<file path="src/rtl/rmii_pkg.sv">
// Shared constants and FSM state type for the RMII transmit dibit serializer.
package rmii_pkg;

  localparam int WORD_W  = 32;
  localparam int DIBIT_W = 2;
  localparam int DIBITS  = WORD_W / DIBIT_W;
  localparam int CNT_W   = $clog2(DIBITS);

  typedef enum logic [1:0] {
    IDLE     = 2'd0,
    SHIFT    = 2'd1,
    UNDERRUN = 2'd2
  } tx_state_t;

endpackage

</file>
<file path="src/rtl/word_hold_reg.sv">
// One-entry holding register with full flag; a simultaneous load and take replaces the entry.
module word_hold_reg
  import rmii_pkg::*;
(
  input  logic              clk,
  input  logic              rst_n,
  input  logic              load,
  input  logic [WORD_W-1:0] load_dat,
  input  logic              load_last,
  input  logic              take,
  output logic              full,
  output logic [WORD_W-1:0] dat,
  output logic              last
);

  always_ff @(posedge clk or negedge rst_n) begin
    if (!rst_n) begin
      full <= 1'b0;
      dat  <= '0;
      last <= 1'b0;
    end else begin
      if (load) begin
        full <= 1'b1;
        dat  <= load_dat;
        last <= load_last;
      end else if (take) begin
        full <= 1'b0;
      end
    end
  end

endmodule

</file>
<file path="src/rtl/dibit_serialize.sv">
// Serializes 32-bit words into 2-bit dibits (RMII TX), one per clk, gapless within a frame.
// Build option DIBIT_LSB_FIRST_EN selects LSB-first dibit order; default is MSB-first.
module dibit_serialize
  import rmii_pkg::*;
(
  input  logic               clk,
  input  logic               rst_n,
  input  logic               axiiv,
  input  logic [WORD_W-1:0]  axiid,
  input  logic               axiil,
  output logic               axiir,
  output logic               axiov,
  output logic [DIBIT_W-1:0] axiod,
  output logic               axiol,
  output logic               underrun
);

  localparam logic [CNT_W-1:0] LAST_CNT = CNT_W'(DIBITS - 1);
  localparam logic [CNT_W-1:0] PENU_CNT = CNT_W'(DIBITS - 2);

`ifdef DIBIT_LSB_FIRST_EN
  function automatic logic [DIBIT_W-1:0] head(input logic [WORD_W-1:0] w);
    return w[DIBIT_W-1:0];
  endfunction
  function automatic logic [WORD_W-1:0] advance(input logic [WORD_W-1:0] w);
    return w >> DIBIT_W;
  endfunction
`else
  function automatic logic [DIBIT_W-1:0] head(input logic [WORD_W-1:0] w);
    return w[WORD_W-1 -: DIBIT_W];
  endfunction
  function automatic logic [WORD_W-1:0] advance(input logic [WORD_W-1:0] w);
    return w << DIBIT_W;
  endfunction
`endif

  tx_state_t          state, state_nxt;
  logic [CNT_W-1:0]   cnt, cnt_nxt;
  logic [WORD_W-1:0]  act, act_nxt;
  logic               act_last, act_last_nxt;
  logic [DIBIT_W-1:0] dat_q, dat_nxt;
  logic               vld_q, vld_nxt;
  logic               lst_q, lst_nxt;
  logic               urun_q, urun_nxt;

  logic               pend_full, pend_last, pend_load, pend_take;
  logic [WORD_W-1:0]  pend_dat;
  logic               accept;
  logic               start;
  logic [WORD_W-1:0]  start_dat;
  logic               start_last;

  word_hold_reg u_pend (
    .clk       (clk),
    .rst_n     (rst_n),
    .load      (pend_load),
    .load_dat  (axiid),
    .load_last (axiil),
    .take      (pend_take),
    .full      (pend_full),
    .dat       (pend_dat),
    .last      (pend_last)
  );

  assign axiir    = rst_n & ~pend_full;
  assign accept   = axiiv & axiir;
  assign axiov    = vld_q;
  assign axiod    = dat_q;
  assign axiol    = lst_q;
  assign underrun = urun_q;

  always_comb begin
    state_nxt    = state;
    cnt_nxt      = cnt;
    act_nxt      = act;
    act_last_nxt = act_last;
    dat_nxt      = dat_q;
    vld_nxt      = vld_q;
    lst_nxt      = 1'b0;
    urun_nxt     = urun_q;
    pend_load    = 1'b0;
    pend_take    = 1'b0;
    start        = 1'b0;
    start_dat    = axiid;
    start_last   = axiil;

    unique case (state)
      IDLE: begin
        vld_nxt = 1'b0;
        dat_nxt = '0;
        // A word parked during the previous frame's last dibit goes first.
        if (pend_full) begin
          pend_take  = 1'b1;
          start      = 1'b1;
          start_dat  = pend_dat;
          start_last = pend_last;
        end else if (accept) begin
          start = 1'b1;
        end
      end
      SHIFT: begin
        if (cnt != LAST_CNT) begin
          dat_nxt   = head(act);
          act_nxt   = advance(act);
          cnt_nxt   = cnt + 1'b1;
          lst_nxt   = act_last && (cnt == PENU_CNT);
          pend_load = accept;
        end else if (!act_last && pend_full) begin
          pend_take  = 1'b1;
          start      = 1'b1;
          start_dat  = pend_dat;
          start_last = pend_last;
        end else if (!act_last && accept) begin
          // Word arriving on the final dibit bypasses the empty holding reg.
          start = 1'b1;
        end else if (act_last) begin
          state_nxt = IDLE;
          vld_nxt   = 1'b0;
          dat_nxt   = '0;
          cnt_nxt   = '0;
          pend_load = accept;
        end else begin
          state_nxt = UNDERRUN;
          vld_nxt   = 1'b0;
          dat_nxt   = '0;
          cnt_nxt   = '0;
          urun_nxt  = 1'b1;
        end
      end
      UNDERRUN: begin
        vld_nxt = 1'b0;
        dat_nxt = '0;
        if (accept && axiil) state_nxt = IDLE;
      end
      default: state_nxt = IDLE;
    endcase

    if (start) begin
      state_nxt    = SHIFT;
      cnt_nxt      = '0;
      dat_nxt      = head(start_dat);
      act_nxt      = advance(start_dat);
      act_last_nxt = start_last;
      vld_nxt      = 1'b1;
      lst_nxt      = 1'b0;
    end
  end

  always_ff @(posedge clk or negedge rst_n) begin
    if (!rst_n) begin
      state    <= IDLE;
      cnt      <= '0;
      act      <= '0;
      act_last <= 1'b0;
      dat_q    <= '0;
      vld_q    <= 1'b0;
      lst_q    <= 1'b0;
      urun_q   <= 1'b0;
    end else begin
      state    <= state_nxt;
      cnt      <= cnt_nxt;
      act      <= act_nxt;
      act_last <= act_last_nxt;
      dat_q    <= dat_nxt;
      vld_q    <= vld_nxt;
      lst_q    <= lst_nxt;
      urun_q   <= urun_nxt;
    end
  end

endmodule

</file>
<file path="config.mk">
export PLATFORM = sky130hd
export DESIGN_NAME = dibit_serialize
export DESIGN_NICKNAME = d
export VERILOG_FILES = /design/src/rtl/rmii_pkg.sv /design/src/rtl/word_hold_reg.sv /design/src/rtl/dibit_serialize.sv
export SDC_FILE = /design/constraint.sdc
export NUM_CORES = 1
export LEC_CHECK = 0
export CAP_MARGIN = 20
export CELL_PAD_IN_SITES_DETAIL_PLACEMENT = 1
export CELL_PAD_IN_SITES_GLOBAL_PLACEMENT = 2
export CORE_UTILIZATION = 38
export CTS_CLUSTER_DIAMETER = 30
export DETAILED_ROUTE_END_ITERATION = 8
export GPL_TIMING_DRIVEN = 0
export PLACE_DENSITY = 0.84
export SETUP_SLACK_MARGIN = 0.1
export SYNTH_ARGS = -nofsm -noshare
export SYNTH_HDL_FRONTEND = slang
export SYNTH_HIERARCHICAL = 1
export SYNTH_SLANG_ARGS = --single-unit
</file>
<file path="constraint.sdc">
create_clock -name clk -period 2.9 [get_ports clk]
set_clock_uncertainty 0.05 [all_clocks]
set_input_delay 0.29 -clock clk [delete_from_list [all_inputs] [get_ports clk]]
set_output_delay 0.29 -clock clk [all_outputs]
set_load 0.02 [all_outputs]
</file>
==> out/qor.txt <==
Status: finished, final reports clean
CTS tree: done
Core area: 10300 um2
Post-synthesis sequential area ratio: 0.471
Pwr dens: 1020 nW/um2
Full die area: 11100 um2
Via density: 5.80
# port buffers: 40
CTS root buffer: clkbuf_8
Worst VDD drop: 326 uV
I/O pins: 42
Fin crit period: 2610 ps
Footprint of the multi-input gates: 1900 um2
Global-route wire length before repair: 18.3 mm
First-pass DRT Iterations: 4
FP Rows: 37
NumNets Final: 440
Final hold vios: 0
Die Span X: 105 um
Final setup viols: 0
Synth cell types: 38
Crit-path slowest cell: clkdlybuf4s50_1
Logic pwr share: 0.473
Slew margin rel.: 0.623
Clk pin slew, worst setup/hold paths: 80 ps
RD Place Congestion: 0.787
Crit path DAT: 2270 ps
WHS: 399 ps
TritonCTS Buffers: 9
Netlist Area Pre-Place: 4040 um2
Die height: 105 um
Vias in the first global route: 3532
Leakage: 2.00 nW
Fin area: 4850 um2
Placed Area: 4640 um2
Layout cells sized above 1: 0.224
Gr ovfl total: 0
WS Path Type: in -> out
Sw Ratio: 0.380
Pre-CTS setup slack: 480 ps
Cell taking the most area after synthesis: dfrtp_1
Setup crit end kind: primary output
CP max stage delay: 670 ps
Initial Utilization: 0.391
Max-slew violations: 0
Fin util: 0.470
Largest net degree at the start of global routing: 62
Syn Area/Cell: 11.6 um2
Synth warnings: 6
GRT Resource Usage Total: 0.212
Antenna-violating nets left: 0
Req. time, crit path: 2560 ps
Top cells by area, synth: dfrtp_1 47%, mux2_4 11%, mux2_2 7.5%
HP Class: in -> reg
Power Internal: 0.00308 W
WL final: 10.8 mm
Asr flop ratio synth: 1.00
Seq. cell area: 1900 um2
Peak Freq: 0.383 GHz
Critical-path cell list: dlygate4sd3_1 -> buf_4 -> buf_16 -> nor2b_1 -> clkdlybuf4s50_1
Clock Path Buffers: 2
Post-route DRC: 0
Initial drt markers: 139
Antenna cells: 0
Filler cell count: 1122
Fin crit share: 0.901
Max-cap check violation count: 0
Post-Syn Nets: 385
Clock tree sinks: 76
Number of flops mapped to enable cells by yosys: 0
DR WL/cell: 19.9 um
Synth top area share: 0.471
Worst-path maximum fanout: 61
Vias: 3152
Initial antenna violation count: 0
Post-DP HPWL: 7.34 mm
Sequential share of power: 0.381
Top FF cell, synth: dfrtp_1
RSZ-0062 raised after global routing: no
Skew-Pair Late Insertion Delay: 360 ps
NetSw: 0.00189 W
Post-synthesis cell count: 347
Number of H-tree levels: 3
CP Launch Type: primary input
Clock power share: 0.146
Synthesized flop and latch total: 76
P&R area growth vs syn: 20.1%
Worst-Margin Slew: 565 ps
Post-route setup slack: 287 ps
per-layer routing:
layer	global-route usage	wire, um	up-vias
li1	-	-	1449
met1	0.282	4990	1609
met2	0.344	5280	78
met3	0.0449	394	16
met4	0.0694	155	0
met5	0	0	-
cells in the mapped netlist (all sizes together), types with 3 or more instances:
library cell	n
a2111oi	28
a21oi	5
a311o	5
a31oi	25
a32o	3
and3	7
buf	14
clkbuf	23
dfrtp	76
inv	5
mux2	56
mux2i	5
nand2	9
nand3	31
nor2	3
nor2b	3
o21ai	30
final cells by class:
cell class | instances | area share
repair buffers | 44 | 0.0975
clock buffers | 9 | 0.0255
well taps | 136 | 0.0351
inverters | 5 | 0.00387
flip-flops and latches | 76 | 0.392
clock inverters | 7 | 0.00903
plain buffers | 37 | 0.0456
multi-input cells | 229 | 0.391
critical path, delay by kind of cell:
kind	cells	cell delay, ps
buffers and inverters	4	1600
and+or+nand+nor	1	330
kinds of logic after synthesis:
logic type / synth area share
flops: 0.471
simple gates: 0.0768
compound gates: 0.192
buf+inv: 0.0594
fa+ha+maj: 0.00619
mux: 0.195
repair_timing:
| item | in CTS | in global routing |
|---|---|---|
| hold buffers | 2 | 0 |
| setup buffers | 0 | 0 |
| hold endpoints to repair | 21 | 0 |
| resized for setup | 0 | 0 |
through the flow:
stage	setup TNS (ps)	instances	power, W
after global routing	0	543	0.00532
after CTS	0	542	0.00500
after global placement	-287780	523	0.00415
after floorplan	0	347	0.00356
after detailed placement	0	524	0.00425
final	0	543	0.00497
path summary, 6_finish.rpt:
| path | start | cells past startpoint | slack, ps | to |
|---|---|---|---|---|
| worst max-delay path | rst_n | 5 | 290 | axiir |
| worst min-delay path | axiiv | 3 | 400 | state[1]$_DFFE_PN0P_ |
| worst max register to register | cnt[1]$_DFFE_PN0P_ | 8 | 450 | u_pend/dat[23]$_DFFE_PN0P_ |
| worst min register to register | underrun$_DFFE_PN0P_ | 1 | 430 | underrun$_DFFE_PN0P_ |
| max in group asynchronous | rst_n | 4 | 1570 | u_pend/dat[21]$_DFFE_PN0P_ |
| min in group asynchronous | rst_n | 3 | 410 | u_pend/dat[5]$_DFFE_PN0P_ |
placed cells by master, fill, tap and decap left out, types with 3 or more instances in the layout:
cell             instances
and3_1                   7
clkbuf_8                 9
a31oi_1                 25
nand3_1                 31
a32o_1                   3
inv_1                    5
mux2_4                  29
clkbuf_1                23
clkinv_2                 4
o21ai_0                 30
a21oi_1                  4
mux2_2                  27
nor2b_1                  3
buf_2                    6
clkdlybuf4s50_1         39
nor2_1                   3
a311o_1                  5
mux2i_1                  5
buf_12                   3
a2111oi_0               28
dfrtp_1                 76
buf_6                    3
nand2_1                  9
state kept, by name (all words and copies together), names as in the netlist:
register / cells
axiod: 2
u_pend/dat: 32
act: 30
u_pend/last: 1
u_pend/full: 1
underrun: 1
state: 2
axiol: 1
axiov: 1
act_last: 1
cnt: 4
power groups by stage:
stage          Sequential [W]  Clock (W)  Combinational [W]
2_1_floorplan         0.00184          0            0.00172
3_3_place_gp          0.00188          0            0.00227
3_5_place_dp          0.00191          0            0.00235
4_1_cts               0.00189   0.000744            0.00236
5_1_grt               0.00196   0.000781            0.00258
6_report              0.00189   0.000724            0.00235
(Power assumes the default switching activity.)
